`config.mk`:
```
export PLATFORM = sky130hd
export DESIGN_NAME = spi_xfer_ctrl_flat
export DESIGN_NICKNAME = d
export VERILOG_FILES = /design/src/rtl/spi_ctrl_pkg.sv /design/src/rtl/spi_xfer_ctrl_if.sv /design/src/rtl/spi_ctrl_tmr.sv /design/src/rtl/spi_xfer_ctrl.sv /design/src/flat_wrapper.sv
export SDC_FILE = /design/constraint.sdc
export NUM_CORES = 1
export LEC_CHECK = 0
export ABC_CLOCK_PERIOD_IN_PS = 3100
export BUFFER_PORTS_ARGS = -buffer_cell sky130_fd_sc_hd__buf_2
export CORE_UTILIZATION = 54
export DETAILED_ROUTE_END_ITERATION = 6
export MAX_ROUTING_LAYER = met4
export PLACE_DENSITY = 0.8
export REMOVE_ABC_BUFFERS = 1
export SLEW_MARGIN = 20
export SYNTH_ARGS = -nofsm -noshare
export SYNTH_HDL_FRONTEND = slang
export SYNTH_SLANG_ARGS = --single-unit
```
`constraint.sdc`:
```
create_clock -name clk -period 3.1 [get_ports clk]
set_clock_uncertainty 0.1 [all_clocks]
set_input_delay 0.31 -clock clk [delete_from_list [all_inputs] [get_ports clk]]
set_output_delay 0.31 -clock clk [all_outputs]
set_load 0.1 [all_outputs]
```
`src/rtl/spi_ctrl_pkg.sv`:
```
// Shared types and default timing for the SPI transfer sequencer.
package spi_ctrl_pkg;

  typedef enum logic [2:0] {
    ST_IDLE,
    ST_SETUP,
    ST_LOAD,
    ST_XFER,
    ST_HOLD,
    ST_DONE
  } state_t;

  localparam int unsigned SETUP_CYC_DEF   = 8;
  localparam int unsigned HOLD_CYC_DEF    = 8;
  localparam int unsigned TIMEOUT_CYC_DEF = 65535;

  function automatic int unsigned max3(input int unsigned a, input int unsigned b,
                                       input int unsigned c);
    int unsigned m;
    m = (a > b) ? a : b;
    return (m > c) ? m : c;
  endfunction

endpackage

```
`src/rtl/spi_xfer_ctrl_if.sv`:
```
// Host-side request / TX / RX / status bundle of the SPI transfer sequencer.
interface spi_xfer_ctrl_if #(
  parameter int unsigned N_SS  = 4,
  parameter int unsigned LEN_W = 5
);
  localparam int unsigned SS_W = $clog2(N_SS);

  logic             req_valid;
  logic             req_ready;
  logic [SS_W-1:0]  req_ss;
  logic [LEN_W-1:0] req_len;
  logic [7:0]       tx_data;
  logic             tx_valid;
  logic             tx_ready;
  logic [7:0]       rx_data;
  logic             rx_valid;
  logic             xfer_done;
  logic             err;
  logic             busy;

  modport master (
    output req_valid, req_ss, req_len, tx_data, tx_valid,
    input  req_ready, tx_ready, rx_data, rx_valid, xfer_done, err, busy
  );

  modport slave (
    input  req_valid, req_ss, req_len, tx_data, tx_valid,
    output req_ready, tx_ready, rx_data, rx_valid, xfer_done, err, busy
  );

endinterface

```
`src/rtl/spi_ctrl_tmr.sv`:
```
// Loadable down-counter used for select setup, select hold and byte timeout.
module spi_ctrl_tmr #(
  parameter int unsigned W = 16
) (
  input  logic         clk,
  input  logic         reset,
  input  logic         load,
  input  logic [W-1:0] load_val,
  input  logic         en,
  output logic         zero_c
);

  logic [W-1:0] cnt;

  always_ff @(posedge clk or posedge reset) begin
    if (reset) begin
      cnt <= '0;
    end else if (load) begin
      cnt <= load_val;
    end else if (en && (cnt != '0)) begin
      cnt <= cnt - W'(1);
    end
  end

  assign zero_c = (cnt == '0);

endmodule

```
`src/rtl/spi_xfer_ctrl.sv`:
```
// Multi-byte SPI transfer sequencer above the byte-level master core.
// Define SPI_XFER_CTRL_TIMEOUT_EN to abort a byte that never completes.
module spi_xfer_ctrl
  import spi_ctrl_pkg::*;
#(
  parameter int unsigned N_SS        = 4,
  parameter int unsigned LEN_W       = 5,
  parameter int unsigned SETUP_CYC   = SETUP_CYC_DEF,
  parameter int unsigned HOLD_CYC    = HOLD_CYC_DEF,
  parameter int unsigned TIMEOUT_CYC = TIMEOUT_CYC_DEF
) (
  input  logic              clk,
  input  logic              reset,
  spi_xfer_ctrl_if.slave    host,
  output logic [N_SS-1:0]   ss_n,
  output logic [7:0]        spi_din,
  output logic              spi_start,
  input  logic              spi_ready,
  input  logic              spi_done_tick,
  input  logic [7:0]        spi_dout
);

  localparam int unsigned SS_W  = $clog2(N_SS);
  localparam int unsigned TMR_W = $clog2(max3(SETUP_CYC, HOLD_CYC, TIMEOUT_CYC) + 1);

  state_t           state, next_state;
  logic [SS_W-1:0]  sel, next_sel;
  logic [LEN_W-1:0] rem, next_rem;
  logic [N_SS-1:0]  ss_n_nxt;
  logic             tx_pop_c;
  logic             rx_c;
  logic             done_c;
  logic             tmr_load, tmr_en, tmr_zero;
  logic [TMR_W-1:0] tmr_val;
  logic             req_ready_q, busy_q, rx_valid_q, xfer_done_q;
  logic [7:0]       rx_data_q;
`ifdef SPI_XFER_CTRL_TIMEOUT_EN
  logic             err_c;
  logic             err_q;
`endif

  always_ff @(posedge clk or posedge reset) begin
    if (reset) state <= ST_IDLE;
    else       state <= next_state;
  end

  always_comb begin
    next_state = state;
    next_sel   = sel;
    next_rem   = rem;
    tx_pop_c   = 1'b0;
    rx_c       = 1'b0;
    done_c     = 1'b0;
`ifdef SPI_XFER_CTRL_TIMEOUT_EN
    err_c      = 1'b0;
`endif
    unique case (state)
      ST_IDLE: begin
        if (host.req_valid) begin
          next_sel   = host.req_ss;
          next_rem   = host.req_len;
          next_state = (host.req_len == '0) ? ST_DONE : ST_SETUP;
        end
      end
      ST_SETUP: if (tmr_zero) next_state = ST_LOAD;
      ST_LOAD: begin
        if (host.tx_valid && spi_ready) begin
          tx_pop_c   = 1'b1;
          next_state = ST_XFER;
        end
      end
      ST_XFER: begin
        if (spi_done_tick) begin
          rx_c       = 1'b1;
          next_rem   = rem - LEN_W'(1);
          next_state = (next_rem == '0) ? ST_HOLD : ST_LOAD;
        end
`ifdef SPI_XFER_CTRL_TIMEOUT_EN
        else if (tmr_zero) begin
          // Stuck byte: drop the rest of the burst and release the slave.
          done_c     = 1'b1;
          err_c      = 1'b1;
          next_state = ST_IDLE;
        end
`endif
      end
      ST_HOLD: if (tmr_zero) next_state = ST_DONE;
      ST_DONE: begin
        done_c     = 1'b1;
        next_state = ST_IDLE;
      end
      default: next_state = ST_IDLE;
    endcase

    ss_n_nxt = '1;
    if (next_state inside {ST_SETUP, ST_LOAD, ST_XFER, ST_HOLD}) ss_n_nxt[next_sel] = 1'b0;

    // Timer reloads on every state change with the length of the state being entered.
    tmr_load = (next_state != state);
    case (next_state)
      ST_SETUP: tmr_val = TMR_W'(SETUP_CYC - 1);
      ST_HOLD:  tmr_val = TMR_W'(HOLD_CYC - 1);
      ST_XFER:  tmr_val = TMR_W'(TIMEOUT_CYC - 1);
      default:  tmr_val = '0;
    endcase
`ifdef SPI_XFER_CTRL_TIMEOUT_EN
    tmr_en = (state == ST_SETUP) || (state == ST_HOLD) || (state == ST_XFER);
`else
    tmr_en = (state == ST_SETUP) || (state == ST_HOLD);
`endif
  end

  spi_ctrl_tmr #(.W(TMR_W)) u_tmr (
    .clk      (clk),
    .reset    (reset),
    .load     (tmr_load),
    .load_val (tmr_val),
    .en       (tmr_en),
    .zero_c   (tmr_zero)
  );

  always_ff @(posedge clk or posedge reset) begin
    if (reset) begin
      sel         <= '0;
      rem         <= '0;
      ss_n        <= '1;
      req_ready_q <= 1'b1;
      busy_q      <= 1'b0;
      rx_valid_q  <= 1'b0;
      rx_data_q   <= 8'h00;
      xfer_done_q <= 1'b0;
    end else begin
      sel         <= next_sel;
      rem         <= next_rem;
      ss_n        <= ss_n_nxt;
      req_ready_q <= (next_state == ST_IDLE);
      busy_q      <= (next_state != ST_IDLE);
      rx_valid_q  <= rx_c;
      xfer_done_q <= done_c;
      if (rx_c) rx_data_q <= spi_dout;
    end
  end

`ifdef SPI_XFER_CTRL_TIMEOUT_EN
  always_ff @(posedge clk or posedge reset) begin
    if (reset) err_q <= 1'b0;
    else       err_q <= err_c;
  end
  assign host.err = err_q;
`else
  assign host.err = 1'b0;
`endif

  // Byte launch is combinational so the core starts in the same cycle tx_data is popped.
  assign spi_start      = tx_pop_c;
  assign spi_din        = tx_pop_c ? host.tx_data : 8'h00;
  assign host.tx_ready  = tx_pop_c;
  assign host.req_ready = req_ready_q;
  assign host.busy      = busy_q;
  assign host.rx_valid  = rx_valid_q;
  assign host.rx_data   = rx_data_q;
  assign host.xfer_done = xfer_done_q;

endmodule

```
`src/flat_wrapper.sv`:
```
// flat-port wrapper written by rule: the top's interface ports become plain ports
module spi_xfer_ctrl_flat import spi_ctrl_pkg::*;
#(
  parameter int unsigned N_SS        = 4,
  parameter int unsigned LEN_W       = 5,
  parameter int unsigned SETUP_CYC   = SETUP_CYC_DEF,
  parameter int unsigned HOLD_CYC    = HOLD_CYC_DEF,
  parameter int unsigned TIMEOUT_CYC = TIMEOUT_CYC_DEF
)
  (clk, reset, ss_n, spi_din, spi_start, spi_ready, spi_done_tick, spi_dout, host_req_valid, host_req_ss, host_req_len, host_tx_data, host_tx_valid, host_req_ready, host_tx_ready, host_rx_data, host_rx_valid, host_xfer_done, host_err, host_busy);
  spi_xfer_ctrl_if #(.N_SS(N_SS), .LEN_W(LEN_W)) host_i ();
  input  logic clk;
  input  logic reset;
  output logic [N_SS-1:0] ss_n;
  output logic [7:0] spi_din;
  output logic spi_start;
  input  logic spi_ready;
  input  logic spi_done_tick;
  input  logic [7:0] spi_dout;
  input wire logic [$bits(host_i.req_valid)-1:0] host_req_valid;
  input wire logic [$bits(host_i.req_ss)-1:0] host_req_ss;
  input wire logic [$bits(host_i.req_len)-1:0] host_req_len;
  input wire logic [$bits(host_i.tx_data)-1:0] host_tx_data;
  input wire logic [$bits(host_i.tx_valid)-1:0] host_tx_valid;
  output wire logic [$bits(host_i.req_ready)-1:0] host_req_ready;
  output wire logic [$bits(host_i.tx_ready)-1:0] host_tx_ready;
  output wire logic [$bits(host_i.rx_data)-1:0] host_rx_data;
  output wire logic [$bits(host_i.rx_valid)-1:0] host_rx_valid;
  output wire logic [$bits(host_i.xfer_done)-1:0] host_xfer_done;
  output wire logic [$bits(host_i.err)-1:0] host_err;
  output wire logic [$bits(host_i.busy)-1:0] host_busy;
  assign host_i.req_valid = host_req_valid;
  assign host_i.req_ss = host_req_ss;
  assign host_i.req_len = host_req_len;
  assign host_i.tx_data = host_tx_data;
  assign host_i.tx_valid = host_tx_valid;
  assign host_req_ready = host_i.req_ready;
  assign host_tx_ready = host_i.tx_ready;
  assign host_rx_data = host_i.rx_data;
  assign host_rx_valid = host_i.rx_valid;
  assign host_xfer_done = host_i.xfer_done;
  assign host_err = host_i.err;
  assign host_busy = host_i.busy;
  spi_xfer_ctrl #(.N_SS(N_SS), .LEN_W(LEN_W), .SETUP_CYC(SETUP_CYC), .HOLD_CYC(HOLD_CYC), .TIMEOUT_CYC(TIMEOUT_CYC)) u_core (.clk(clk), .reset(reset), .host(host_i), .ss_n(ss_n), .spi_din(spi_din), .spi_start(spi_start), .spi_ready(spi_ready), .spi_done_tick(spi_done_tick), .spi_dout(spi_dout));
endmodule
```
After elaboration in Yosys (flattened, before gate mapping)
Cells that the tools add are included.
{"block": "op_classes", "add_sub_neg": 2, "bitwise": 1, "reduce_logical": 16, "order_cmp": 2, "mux": 25, "n_eq_ne": 12}
{"cell": "two-way mux 16 bit", "n": 2}
{"cell": "one-hot mux 16 bit (2 select lines)", "n": 1}
{"cell": "two-way mux 3 bit", "n": 7}
{"cell": "logical NOT 16 bit", "n": 1}
{"cell": "nonzero test 16 bit", "n": 1}
{"cell": "subtractor 16 x 1 -> 16 bit, second input constant", "n": 1}
{"cell": "one-hot mux 3 bit (5 select lines)", "n": 1}
{"cell": "== test 3 x 2 -> 1 bit, second input constant", "n": 4}
{"cell": "logical NOT 5 bit", "n": 2}
{"cell": "two-way mux 5 bit", "n": 2}
{"cell": "one-hot mux 5 bit (2 select lines)", "n": 1}
{"cell": "== test 3 bit, second input constant", "n": 3}
{"cell": "two-way mux 8 bit", "n": 1}
{"cell": "== test 3 x 1 -> 1 bit, second input constant", "n": 2}
{"cell": "logical NOT 3 bit", "n": 2}
{"cell": "two-way mux 1 bit", "n": 6}
{"cell": "subtractor 5 x 1 -> 5 bit, second input constant", "n": 1}
{"cell": "two-way mux 2 bit", "n": 2}
{"cell": "two-way mux 4 bit", "n": 1}
{"cell": "inequality test 2 bit, second input constant", "n": 2}
{"cell": "inverter 4 bit", "n": 1}
{"cell": "nonzero test 2 bit", "n": 2}
{"cell": "nonzero test 4 bit", "n": 1}
{"cell": "logical AND 1 bit", "n": 3}
{"cell": "8 further kinds", "n": 8}
{"block": "totals", "reg_bits": 42, "wordCells": 68, "input_bits": 29, "out_inout_bits": 27}

Longest topological paths before layout
Gate-level depths: netlist (run 1).
{"block": "logic_depth", "ltp_word": 9, "mapped_depth": 9, "mapped_depth_nobuf": 8}

Modules after synthesis
A second synthesis (run 1) with hierarchy kept.
{"block": "hier_totals", "hier_cells": 266, "area_unflattened_um2": 2456.1}
{"module": "spi_xfer_ctrl", "area_each_um2": 1421.4, "instances": 1, "seq_area_each_um2": 656.9, "cells_each": 144}
{"module": "spi_ctrl_tmr", "area_each_um2": 1034.7, "instances": 1, "seq_area_each_um2": 400.4, "cells_each": 122}

Least setup slack after synthesis (run 1)
Ideal clock, no wire load.
{"block": "synth_timing", "kind": "flip-flop to flip-flop", "from": "reg u_core.state[1]", "to": "reg u_core.u_tmr.cnt[14]", "path_stages_with_launch": 8, "arrival_time_ns": 2.584, "setup_slack_ns": 0.275, "n_path_buf": 1, "path_cell_list": "dfrtp_1 > clkbuf_1 > nor2b_1 > nand2_1 > clkinv_1 > or2_2 > a21oi_1 > a311oi_1"}
{"block": "synth_between", "elab_chain_len": 6}
{"element": "from (decl)", "line": "spi_xfer_ctrl.sv:26", "text": "state_t state, next_state;"}
{"element": "from (signal assigned)", "line": "spi_xfer_ctrl.sv:44", "text": "else state <= next_state;"}
{"element": "== test 3 bit, or another cell as far along", "line": "spi_xfer_ctrl.sv:57, spi_xfer_ctrl.sv:109"}
{"element": "one-hot mux 3 bit (5 select lines)", "line": "spi_xfer_ctrl.sv:57", "text": "unique case (state)"}
{"element": "== test 3 bit or == test 3 x 1 -> 1 bit (tied branches)", "line": "spi_xfer_ctrl.sv:100", "text": "case (next_state)"}
{"element": "OR reduction 2 bit (no source line)"}
{"element": "one-hot mux 16 bit (2 select lines)", "line": "spi_xfer_ctrl.sv:100"}
{"element": "two-way mux 16 bit", "line": "spi_ctrl_tmr.sv:18", "text": "end else if (load) begin"}
{"element": "to (signal assigned)", "line": "spi_ctrl_tmr.sv:19", "text": "cnt <= load_val;"}
{"element": "to (signal assigned)", "line": "spi_ctrl_tmr.sv:21", "text": "cnt <= cnt - W'(1);"}
{"element": "to (decl)", "line": "spi_ctrl_tmr.sv:13", "text": "logic [W-1:0] cnt;"}
Parallel ways exist; a longest one is shown, timed or not.
A chain may end at the register's enable or synchronous reset.

Final worst setup path (run 1)
{"block": "layout_timing", "from": "reg u_core.state[0]", "to": "out host_tx_ready"}
{"block": "layout_between", "elab_chain_len": 2}
{"element": "== test 3 x 2 -> 1 bit", "line": "spi_xfer_ctrl.sv:57"}
{"element": "two-way mux 1 bit", "line": "spi_xfer_ctrl.sv:57"}
{"element": "to (decl)", "line": "flat_wrapper.sv:26", "text": "output wire logic [$bits(host_i.tx_ready)-1:0] host_tx_ready;"}
Every way passes these cells.

==> out/metrics.yaml, run 1 <==
finish:
  flow.area_growth_from_synthesis_pct: 17.3
  final_util_pct: 67.7
  antenna_cells: 0
  layout_cells_sized_above_1_pct: 31.4
  fillCellCount: 336
  sequential_cell_area_sq_mm: 0.00106
  fin_nets: 343
  multi_input_comb_area_sq_mm: 0.00120
yosys:
  postSynthAreaPerCell_sq_um: 9.24
  dominantRegCellSynth: "dfrtp_1"
  share_of_synthesized_flip_flops_with_an_asynchronous_set_or_reset_pct: 100
  postSynthCellCount: 257
  yosysWarnings: 0
  synth.yosys.seq_area_share_pct: 44.5
  ys_ff_latch: 42
  area_of_the_mapped_netlist_sq_mm: 0.00237
  synth_enable_flop_cells: 0
  synth.distinct_cells: 56
timing:
  period_share_pct: 88.8
  timing.final.ws_setup_ns: 0.347
  grt_setup_unrepaired: "no"
  final_max_slew_viol_count: 0
  timing.setup.tns_ns: 0
  hold_viol_final: 0
  min_period_ns: 2.75
  fmaxAchievable_mhz: 363
  worst_pin_slew_ns: 0.752
  setup_viol: 0
  worst_slew_margin_rel_pct: 49.9
run_status:
  run_status: "complete, no violations"
job:
  cap_viol_max_count: 0
clock_network:
  cts_hold_buffers: 0
  clock-sinks: 42
  cts-htree-levels: 2
  ctsLongestPathBuffers: 2
  cts.root.buffer_cell: "clkbuf_8"
  cts-resized-gates: 0
  worstSkewPairLatency_ns: 0.30
  cts.repair_timing.setup_buffer_count: 0
  numCtsBuffers: 5
  cts_tree: "done"
  clk_transition_reported_paths_ns: 0.09
place:
  globalplace.congestion: 0.872
  post-dp-hpwl_um: 3880
  preCtsSetupSlack_ns: 0.631
  place.port_buffers: 54
setup_path:
  worst_r2r_path_cells: 8
  worstSetupPathType: "reg2out"
  category_of_the_worst_setup_path_capture_point: "output port"
  critical_path.cell_chain: "and3b_1, nand2_1, clkinv_1, buf_2"
  r2r_end: "u_core.ss_n[1]"
  crit_path_max_fanout: 12
  cp_data_required_time_ns: 2.69
  arrival_ns: 2.34
  reg2reg_from: "u_core.u_tmr.cnt[1]"
  setup.reg_to_reg.worst_slack_ns: 0.59
  cp-startpoint: "u_core.state[0]"
  setup_crit_start_kind: "register"
  crit_slowest_cell: "dfrtp_1"
  max_stage_delay_ns: 0.51
floorplanning:
  die_x_um: 68.3
  die_height_um: 68.3
  core_area_sq_mm: 0.00412
  floorplan.die_area_sq_mm: 0.00467
  num_ports: 56
  rows: 23
  initial_core_util_pct: 57.7
global_route:
  grt_pass1_vias: 1932
  antenna_found_initial: 0
  overflow: 0
  gr-usage-all-layers_pct: 26.5
  grt_start_max_net_pins: 43
  wire_length_of_the_first_global_routing_pass_um: 8860
drt:
  detailedRoute.firstPassIterationCount: 4
  route.detailed.drc: 0
  vias_per_cell: 5.90
  detail_route.iter0.violations: 205
  totalWireLength_um: 5400
  avgRoutedWirePerCell_um: 14.9
  number_of_vias_after_detailed_routing: 2134
  route.antenna.remaining_nets: 0
power_and_ir_drop:
  share_seq_of_total_power_pct: 29.0
  comb_power_share_pct: 60.0
  sw_frac_of_total_pct: 54.4
  power_per_cell_area_mw_per_mm2: 1240
  power_leakage_nw: 1.38
  clkPwrFrac_pct: 11.1
  p_int_mw: 1.58
  ir_drop_mv: 0.943
  netSwitchingPower_mw: 1.88
min_path:
  hp_class: "in2async"
[registers in the layout, indices dropped and copies added (netlist names)]
register               flops
u_core.u_tmr.cnt          16
u_core.host.rx_data        8
u_core.rem                 5
u_core.ss_n                4
u_core.state               3
u_core.sel                 2
u_core.host.busy           1
u_core.host.req_ready      1
u_core.host.rx_valid       1
u_core.host.xfer_done      1
[stage by stage]
stage | hold slack [ns] | total power, mW | instances | cell area (sq um)
final | 0.0228 | 3.46 | 362 | 2790
after global routing | 0.0856 | 3.70 | 362 | 2790
after CTS | 0.0408 | 3.46 | 362 | 2790
after detailed placement | 0.371 | 3.07 | 354 | 2690
after global placement | 0.363 | 3.02 | 354 | 2690
after floorplan | 0.361 | 2.61 | 244 | 2310
[critical path: cells and delay by family (launching register included)]
kind | cells | cell delay [ns]
buffers and inverters | 2 | 0.78
and+or+nand+nor | 2 | 0.76
DFF | 1 | 0.51
[cell usage after synthesis, drive strengths merged (2+ instances only)]
library cell  count  area, sq um
a22o              2         17.5
dfrtp            37          926
nor4              2         12.5
nand2            22         82.6
a21boi            3         22.5
nor3b             2         15.0
mux2i             3         30.0
buf               6         35.0
nand3             3         15.0
or2               6         37.5
or3               2         17.5
nor4b             4         35.0
and2              3         18.8
nor3             12         60.1
or4               3         30.0
dfstp             5          131
inv              13         48.8
nand2b            2         12.5
a21oi            28          144
and3              8         50.1
o21ai            15         75.1
nor2b             6         37.5
o31ai             2         28.8
or3b              2         17.5
a311oi            8         76.3
xor2              2         17.5
a31oi             2         12.5
mux2              8         90.1
ha                3         37.5
clkbuf            7         26.3
nand4             6         37.5
nor2             17         71.3
[cell type report]
class | instances | share of cell area, %
repair buffers | 60 | 11.3
multi-input cells | 188 | 43.2
well taps | 50 | 2.25
clock inverters | 3 | 0.943
clock buffers | 5 | 2.47
flip-flops and latches | 42 | 37.9
inverters | 14 | 1.89
[per-layer routing]
metal	GRT usage, %	vias up	share of wire (%)
met4	9.38	0	1.8
met2	41.7	87	47
met1	34.4	1004	45
li1	-	1033	-
met3	4.67	10	6.1
met5	-	-	0
[cells in the final DEF, fill, tap and decap left out, types with 2 or more instances in the layout]
master	count
mux2_2	8
nor4_1	2
nor3b_1	2
inv_1	13
nor2b_1	6
ha_1	3
nor2_2	3
nor4b_1	4
nand2b_1	2
dfstp_2	5
a311oi_1	7
buf_2	54
xor2_1	2
nor2_1	14
buf_4	6
nand4_1	6
o21ai_0	15
a31oi_1	2
dfrtp_1	37
a22o_1	2
a21oi_1	27
mux2i_1	3
clkbuf_8	5
inv_6	3
nand2_1	22
or2_2	5
nand3_1	3
and3_1	8
a21boi_0	2
and2_1	2
nor3_1	12
or4_4	2
[kinds of logic (layout without fill, tap and decap cells)]
family          count (synthesis)  after routing  synth area share [%]
simple gates                  102            102                  24.0
compound gates                 68             68                  18.8
flops                          42             42                  44.5
buf+inv                        27             82                  4.79
mux                            11             11                  5.06
fa+ha+maj                       3              3                  1.58
xor+xnor                        3              3                  1.11
other cells                     1              1                 0.158
[worst max path at each step]
stage                                 to  slack (ns)  cells past startpoint
global placement          u_core.ss_n[1]        0.71                      8
global route               host_tx_ready        0.19                      4
CTS                        host_tx_ready        0.38                      4
floorplan           u_core.u_tmr.cnt[11]       -0.52                      6
finish                     host_tx_ready        0.35                      4
detailed placement        u_core.ss_n[1]        0.63                      8
[power by group through the flow]
| stage | sequential (mW) | clock (mW) | combinational [mW] |
|---|---|---|---|
| 2_1_floorplan | 1.57 | 0 | 1.04 |
| 3_3_place_gp | 0.999 | 0 | 2.02 |
| 3_5_place_dp | 1.01 | 0 | 2.06 |
| 4_1_cts | 0.999 | 0.389 | 2.07 |
| 5_1_grt | 1.04 | 0.412 | 2.25 |
| 6_report | 1.00 | 0.383 | 2.08 |
Note: power is estimated with default switching activity, not from simulation.
==> inputs of run 2 (changes only) <==
--- a/config.mk
+++ b/config.mk
@@ -7,10 +7,9 @@
 export LEC_CHECK = 0
 export ABC_CLOCK_PERIOD_IN_PS = 3100
 export BUFFER_PORTS_ARGS = -buffer_cell sky130_fd_sc_hd__buf_2
-export CORE_UTILIZATION = 54
+export CORE_UTILIZATION = 24
 export DETAILED_ROUTE_END_ITERATION = 6
 export MAX_ROUTING_LAYER = met4
-export PLACE_DENSITY = 0.8
 export REMOVE_ABC_BUFFERS = 1
 export SLEW_MARGIN = 20
 export SYNTH_ARGS = -nofsm -noshare
==> run 2 against run 1 <==
  * The run now ends with negative hold slack left
  * Cell area rose by 3.8%
  * Setup slack better by 0.14 ns
  * Combinational power hardly changed
  * Hold slack got worse by 0.028 ns
  * Register-to-register slack improved by 0.02 ns
  * Critical path depth is 1 higher
  * Largest power group unchanged
==> out/metrics.yaml, run 2 (synthesis results as in run 1) <==
clock_network:
  cts-resized-gates: 0
  clock-sinks: 42
  cts_tree: "done"
  numCtsBuffers: 5
  cts.repair_timing.setup_buffer_count: 0
  cts_hold_buffers: 0
  worstSkewPairLatency_ns: 0.30
  ctsLongestPathBuffers: 2
  clk_transition_reported_paths_ns: 0.10
  cts.root.buffer_cell: "clkbuf_8"
  cts-htree-levels: 2
place:
  preCtsSetupSlack_ns: 0.648
  place.port_buffers: 54
  post-dp-hpwl_um: 4150
  globalplace.congestion: 0.812
setup_path:
  category_of_the_worst_setup_path_capture_point: "output port"
  cp-startpoint: "u_core.state[0]"
  crit_path_max_fanout: 12
  crit_slowest_cell: "dfrtp_1"
  arrival_ns: 2.21
  critical_path.cell_chain: "and3b_1, nand2_1, buf_4, clkinv_1, buf_2"
  cp_data_required_time_ns: 2.69
  setup_crit_start_kind: "register"
  max_stage_delay_ns: 0.53
  worstSetupPathType: "reg2out"
  reg2reg_from: "u_core.u_tmr.cnt[0]"
global_route:
  overflow: 0
  antenna_found_initial: 0
  grt_pass1_vias: 2071
  grt_start_max_net_pins: 26
  gr-usage-all-layers_pct: 12.1
  wire_length_of_the_first_global_routing_pass_um: 9560
floorplanning:
  num_ports: 56
  die_x_um: 101
  floorplan.die_area_sq_mm: 0.0103
  rows: 35
  core_area_sq_mm: 0.00942
  initial_core_util_pct: 25.2
  die_height_um: 101
drt:
  avgRoutedWirePerCell_um: 12.8
  vias_per_cell: 4.78
  number_of_vias_after_detailed_routing: 2111
  route.detailed.drc: 0
  totalWireLength_um: 5660
  detailedRoute.firstPassIterationCount: 4
  route.antenna.remaining_nets: 0
  detail_route.iter0.violations: 112
timing:
  fmaxAchievable_mhz: 382
  timing.final.ws_setup_ns: 0.482
  period_share_pct: 84.4
  setup_viol: 0
  min_period_ns: 2.62
  grt_setup_unrepaired: "no"
  final_max_slew_viol_count: 0
  final.hold.worst_slack_ns: -0.00511
  worst_pin_slew_ns: 0.769
  hold_viol_final: 12
  worst_slew_margin_rel_pct: 48.7
finish:
  fin_nets: 344
  sequential_cell_area_sq_mm: 0.00106
  final_common_cell: "buf_2"
  largest_register_ffs: 16
  most-common-layout-cells: "buf_2, dfrtp_1, a21oi_1"
  top_register: "u_core.u_tmr.cnt"
  antenna_cells: 0
  multi_input_comb_area_sq_mm: 0.00120
  layout_cells_sized_above_1_pct: 31.6
  flow.area_growth_from_synthesis_pct: 21.8
  fillCellCount: 978
power_and_ir_drop:
  ir_drop_mv: 0.532
  comb_power_share_pct: 59.7
  netSwitchingPower_mw: 1.89
  clkPwrFrac_pct: 11.1
  share_seq_of_total_power_pct: 29.2
  p_int_mw: 1.58
  sw_frac_of_total_pct: 54.5
  power_per_cell_area_mw_per_mm2: 1200
  power_leakage_nw: 1.38
run_status:
  run_status: "complete, but fails checks"
  failing_checks: "negative hold slack"
job:
  cap_viol_max_count: 0
min_path:
  hp_class: "in2async"
==> run 2: through the flow <==
step,utilization [%],std cells,total power [mW],TNS [ns],instance area (sq um)
finish,30.7,442,3.47,0,2890
global route,30.7,442,3.72,0,2890
CTS,30.7,442,3.48,0,2890
detailed placement,29.7,434,3.08,0,2800
global placement,29.7,434,3.07,0,2800
floorplan,-,244,2.61,-3.91,2310
==> run 2: power by group through the flow <==
stage                     registers, mW  clock network, mW  logic, mW
after floorplan                    1.57                  0       1.04
after global placement             1.02                  0       2.05
after detailed placement           1.02                  0       2.06
after CTS                          1.01              0.398       2.07
after global routing               1.05              0.418       2.25
final                              1.01              0.385       2.07
==> run 2: final timing paths <==
check,to,cells past startpoint,slack (ns)
worst max-delay path,spi_start,5,0.48
worst min-delay path,u_core.host.busy,2,-0.005
worst max register to register,u_core.ss_n[3],8,0.61
worst min register to register,u_core.host.rx_data[7],1,0.41
max in group asynchronous,u_core.u_tmr.cnt[6],3,2.09
min in group clk,u_core.host.rx_data[0],2,0.13
==> run 2: worst max-delay path: cells and delay by family (launching register included) <==
family,cells,cell delay [ns]
buffers and inverters,3,0.85
flip-flops,1,0.53
AND/OR/NAND/NOR,2,0.53
==> run 2: metal layers <==
metal	global-route usage (%)	vias up	part of all wire, %
li1	-	1034	-
met1	13.7	1021	46
met2	20.7	50	48
met3	2.42	6	4.6
met4	5.02	0	1.5
met5	-	-	0
==> run 2: layout make-up <==
cell class                 count  share of cell area (%)
clock inverter                 3                   0.908
clock buffer                   5                    2.38
timing repair buffer          61                    11.2
tap                          129                    5.58
multi-input combinational    188                    41.6
sequential                    42                    36.5
inverter                      14                    1.82
==> inputs of run 3 (changes only) <==
--- a/config.mk
+++ b/config.mk
@@ -5,7 +5,8 @@
 export SDC_FILE = /design/constraint.sdc
 export NUM_CORES = 1
 export LEC_CHECK = 0
-export ABC_CLOCK_PERIOD_IN_PS = 3100
+export ABC_AREA = 1
+export ABC_CLOCK_PERIOD_IN_PS = 2700
 export BUFFER_PORTS_ARGS = -buffer_cell sky130_fd_sc_hd__buf_2
 export CORE_UTILIZATION = 24
 export DETAILED_ROUTE_END_ITERATION = 6
==> constraint.sdc (replaced) <==
create_clock -name clk -period 2.7 [get_ports clk]
set_clock_uncertainty 0.1 [all_clocks]
set_input_delay 0.27 -clock clk [delete_from_list [all_inputs] [get_ports clk]]
set_output_delay 0.27 -clock clk [all_outputs]
set_load 0.1 [all_outputs]
==> run 3 against run 2 <==
  * Global-route usage down 0.48 points
  * Core utilization down 0.53 points
  * Sequential cell count unchanged
  * First-iteration DRC count down 36%
  * Cell count up 18%
  * Hold slack better by 0.065 ns
  * Wire length down 3.5%
  * Critical path type unchanged
  * The run now ends clean
  * Register-to-register slack worse by 0.13 ns
  * Die area up 2.2%
  * Non-clock buffer count down 2
==> out/metrics.yaml, run 3 <==
run_status:
  run_status: "complete, no violations"
yosys:
  area_of_the_mapped_netlist_sq_mm: 0.00243
  synth.top_cells.by_area: "dfrtp_1, nand2_1, inv_1"
  postSynthAreaPerCell_sq_um: 7.36
  synth_enable_flop_cells: 0
  share_of_synthesized_flip_flops_with_an_asynchronous_set_or_reset_pct: 100
  post-synth-top-count-cell: "nand2_1"
  ys_ff_latch: 42
  yosysWarnings: 0
  yosys.area.top_type_share_pct: 38.1
  synth_area_leader_cell: "dfrtp_1"
  yosys-top-cells-count: "nand2_1, inv_1, dfrtp_1, nor2_1, o21ai_0"
  synth.yosys.seq_area_share_pct: 43.6
  dominantRegCellSynth: "dfrtp_1"
  synth.distinct_cells: 34
  postSynthCellCount: 330
clock_network:
  cts-htree-levels: 2
  ctsLongestPathBuffers: 2
  cts.root.buffer_cell: "clkbuf_8"
  clock-sinks: 42
  worstSkewPairLatency_ns: 0.31
  clk_transition_reported_paths_ns: 0.09
  numCtsBuffers: 5
  cts-resized-gates: 0
  cts_tree: "done"
floorplanning:
  initial_core_util_pct: 24.8
  num_ports: 56
  rows: 36
  floorplan.die_area_sq_mm: 0.0105
  core_area_sq_mm: 0.00977
  die_height_um: 103
  die_x_um: 103
place:
  place.port_buffers: 54
  post-dp-hpwl_um: 4180
  globalplace.congestion: 0.813
drt:
  number_of_vias_after_detailed_routing: 2182
  detail_route.iter0.violations: 72
  vias_per_cell: 4.17
  avgRoutedWirePerCell_um: 10.4
  route.antenna.remaining_nets: 0
  route.detailed.drc: 0
  totalWireLength_um: 5460
  detailedRoute.firstPassIterationCount: 4
setup_path:
  cp_data_required_time_ns: 2.33
  cpMostUsedCell: "nor2_1"
  crit_path_max_fanout: 11
  setup_crit_start_kind: "register"
  category_of_the_worst_setup_path_capture_point: "output port"
  crit_slowest_cell: "dfrtp_1"
  worstSetupPathType: "reg2out"
  crit_buf_inv: 2
  max_stage_delay_ns: 0.44
  critical_path.cell_chain: "inv_2, nand2_4, nor2_1, nand3_2, nor2_1, buf_2"
  cpLargestDelayFamily: "simple AND/OR/NAND/NOR gates"
  arrival_ns: 1.92
global_route:
  grt_start_max_net_pins: 37
  wire_length_of_the_first_global_routing_pass_um: 9200
  overflow: 0
  grt_pass1_vias: 2030
  antenna_found_initial: 0
  gr-usage-all-layers_pct: 11.6
timing:
  min_period_ns: 2.29
  setup_viol: 0
  worst_pin_slew_ns: 0.819
  worst_slew_margin_rel_pct: 44.8
  period_share_pct: 85.0
  hold_viol_final: 0
  fmaxAchievable_mhz: 436
  final_max_slew_viol_count: 0
  timing.setup.tns_ns: 0
  grt_setup_unrepaired: "no"
finish:
  largest_register_ffs: 16
  fin_nets: 421
  top_register: "u_core.u_tmr.cnt"
  most-common-layout-cells: "nand2_1, buf_2, inv_1"
  flow.area_growth_from_synthesis_pct: 21.6
  final_common_cell: "nand2_1"
  antenna_cells: 0
  layout_cells_sized_above_1_pct: 22.8
  fillCellCount: 1063
min_path:
  hp_class: "in2reg"
job:
  cap_viol_max_count: 0
## run 3: kinds of logic (layout without fill, tap and decap cells)
family,count (synthesis),count (layout),share of synthesized area [%]
AO/OA/AOI/OAI,25,25,5.67
XOR/XNOR,14,14,5.05
adder cells (fa/ha/maj),3,3,1.55
buffers and inverters,52,112,9.54
flip-flops,42,42,43.6
other,1,1,0.154
AND/OR/NAND/NOR,193,193,34.5
## run 3: tightest hold or removal path, stage by stage
cell	delay (ns)
buf_2	0.07
nand2_1	0.04
nand2_1	0.05
## run 3: layout make-up
type	instances	area [sq um]	area share, %
multi-input combinational	236	1140	38.6
sequential	42	1060	35.8
timing repair buffer	59	310	10.5
inverter	45	181	6.15
tap	133	166	5.64
clock buffer	5	68.8	2.33
clock inverter	3	28.8	0.975
## run 3: metal layers
| layer | GRT usage [%] | vias up | share of wire [%] |
|---|---|---|---|
| met5 | - | - | 0 |
| met4 | 5.60 | 0 | 2.2 |
| met3 | 1.42 | 9 | 3.0 |
| met2 | 18.2 | 49 | 46 |
| met1 | 14.8 | 997 | 49 |
| li1 | - | 1127 | - |
## run 3: per-stage QoR
stage	util, %	instances	setup slack (ns)	hold WS, ns	instance area [sq um]
after global routing	30.2	523	0.185	0.0537	2950
after CTS	30.2	523	0.350	0.0478	2950
after global placement	29.1	514	0.546	0.129	2840
after floorplan	-	323	0.0697	0.287	2380
after detailed placement	29.1	514	0.492	0.137	2840
final	30.2	523	0.405	0.0600	2950
## run 3: path summary, 6_finish.rpt
kind / from / to / depth (start not counted) / slack (ns)
worst max-delay path: u_core.state[2] / spi_din[4] / 6 / 0.41
max in group asynchronous: reset / u_core.ss_n[1] / 4 / 1.41
worst max register to register: u_core.u_tmr.cnt[0] / u_core.u_tmr.cnt[14] / 12 / 0.48
worst min register to register: u_core.host.rx_data[1] / u_core.host.rx_data[1] / 2 / 0.38
worst min-delay path: spi_dout[3] / u_core.host.rx_data[3] / 3 / 0.06
min in group asynchronous: reset / u_core.host.rx_valid / 3 / 0.33
## run 3: timing repair
| action | in CTS | in global routing |
|---|---|---|
| buffers inserted | 0 | 0 |
| hold buffers | 1 | 0 |
| endpoints found under the hold margin | 6 | 0 |
Power of run 3 is left out: the tool's default activity adds up to more than one toggle a clock period on the data nets, which glitch-free logic cannot reach.
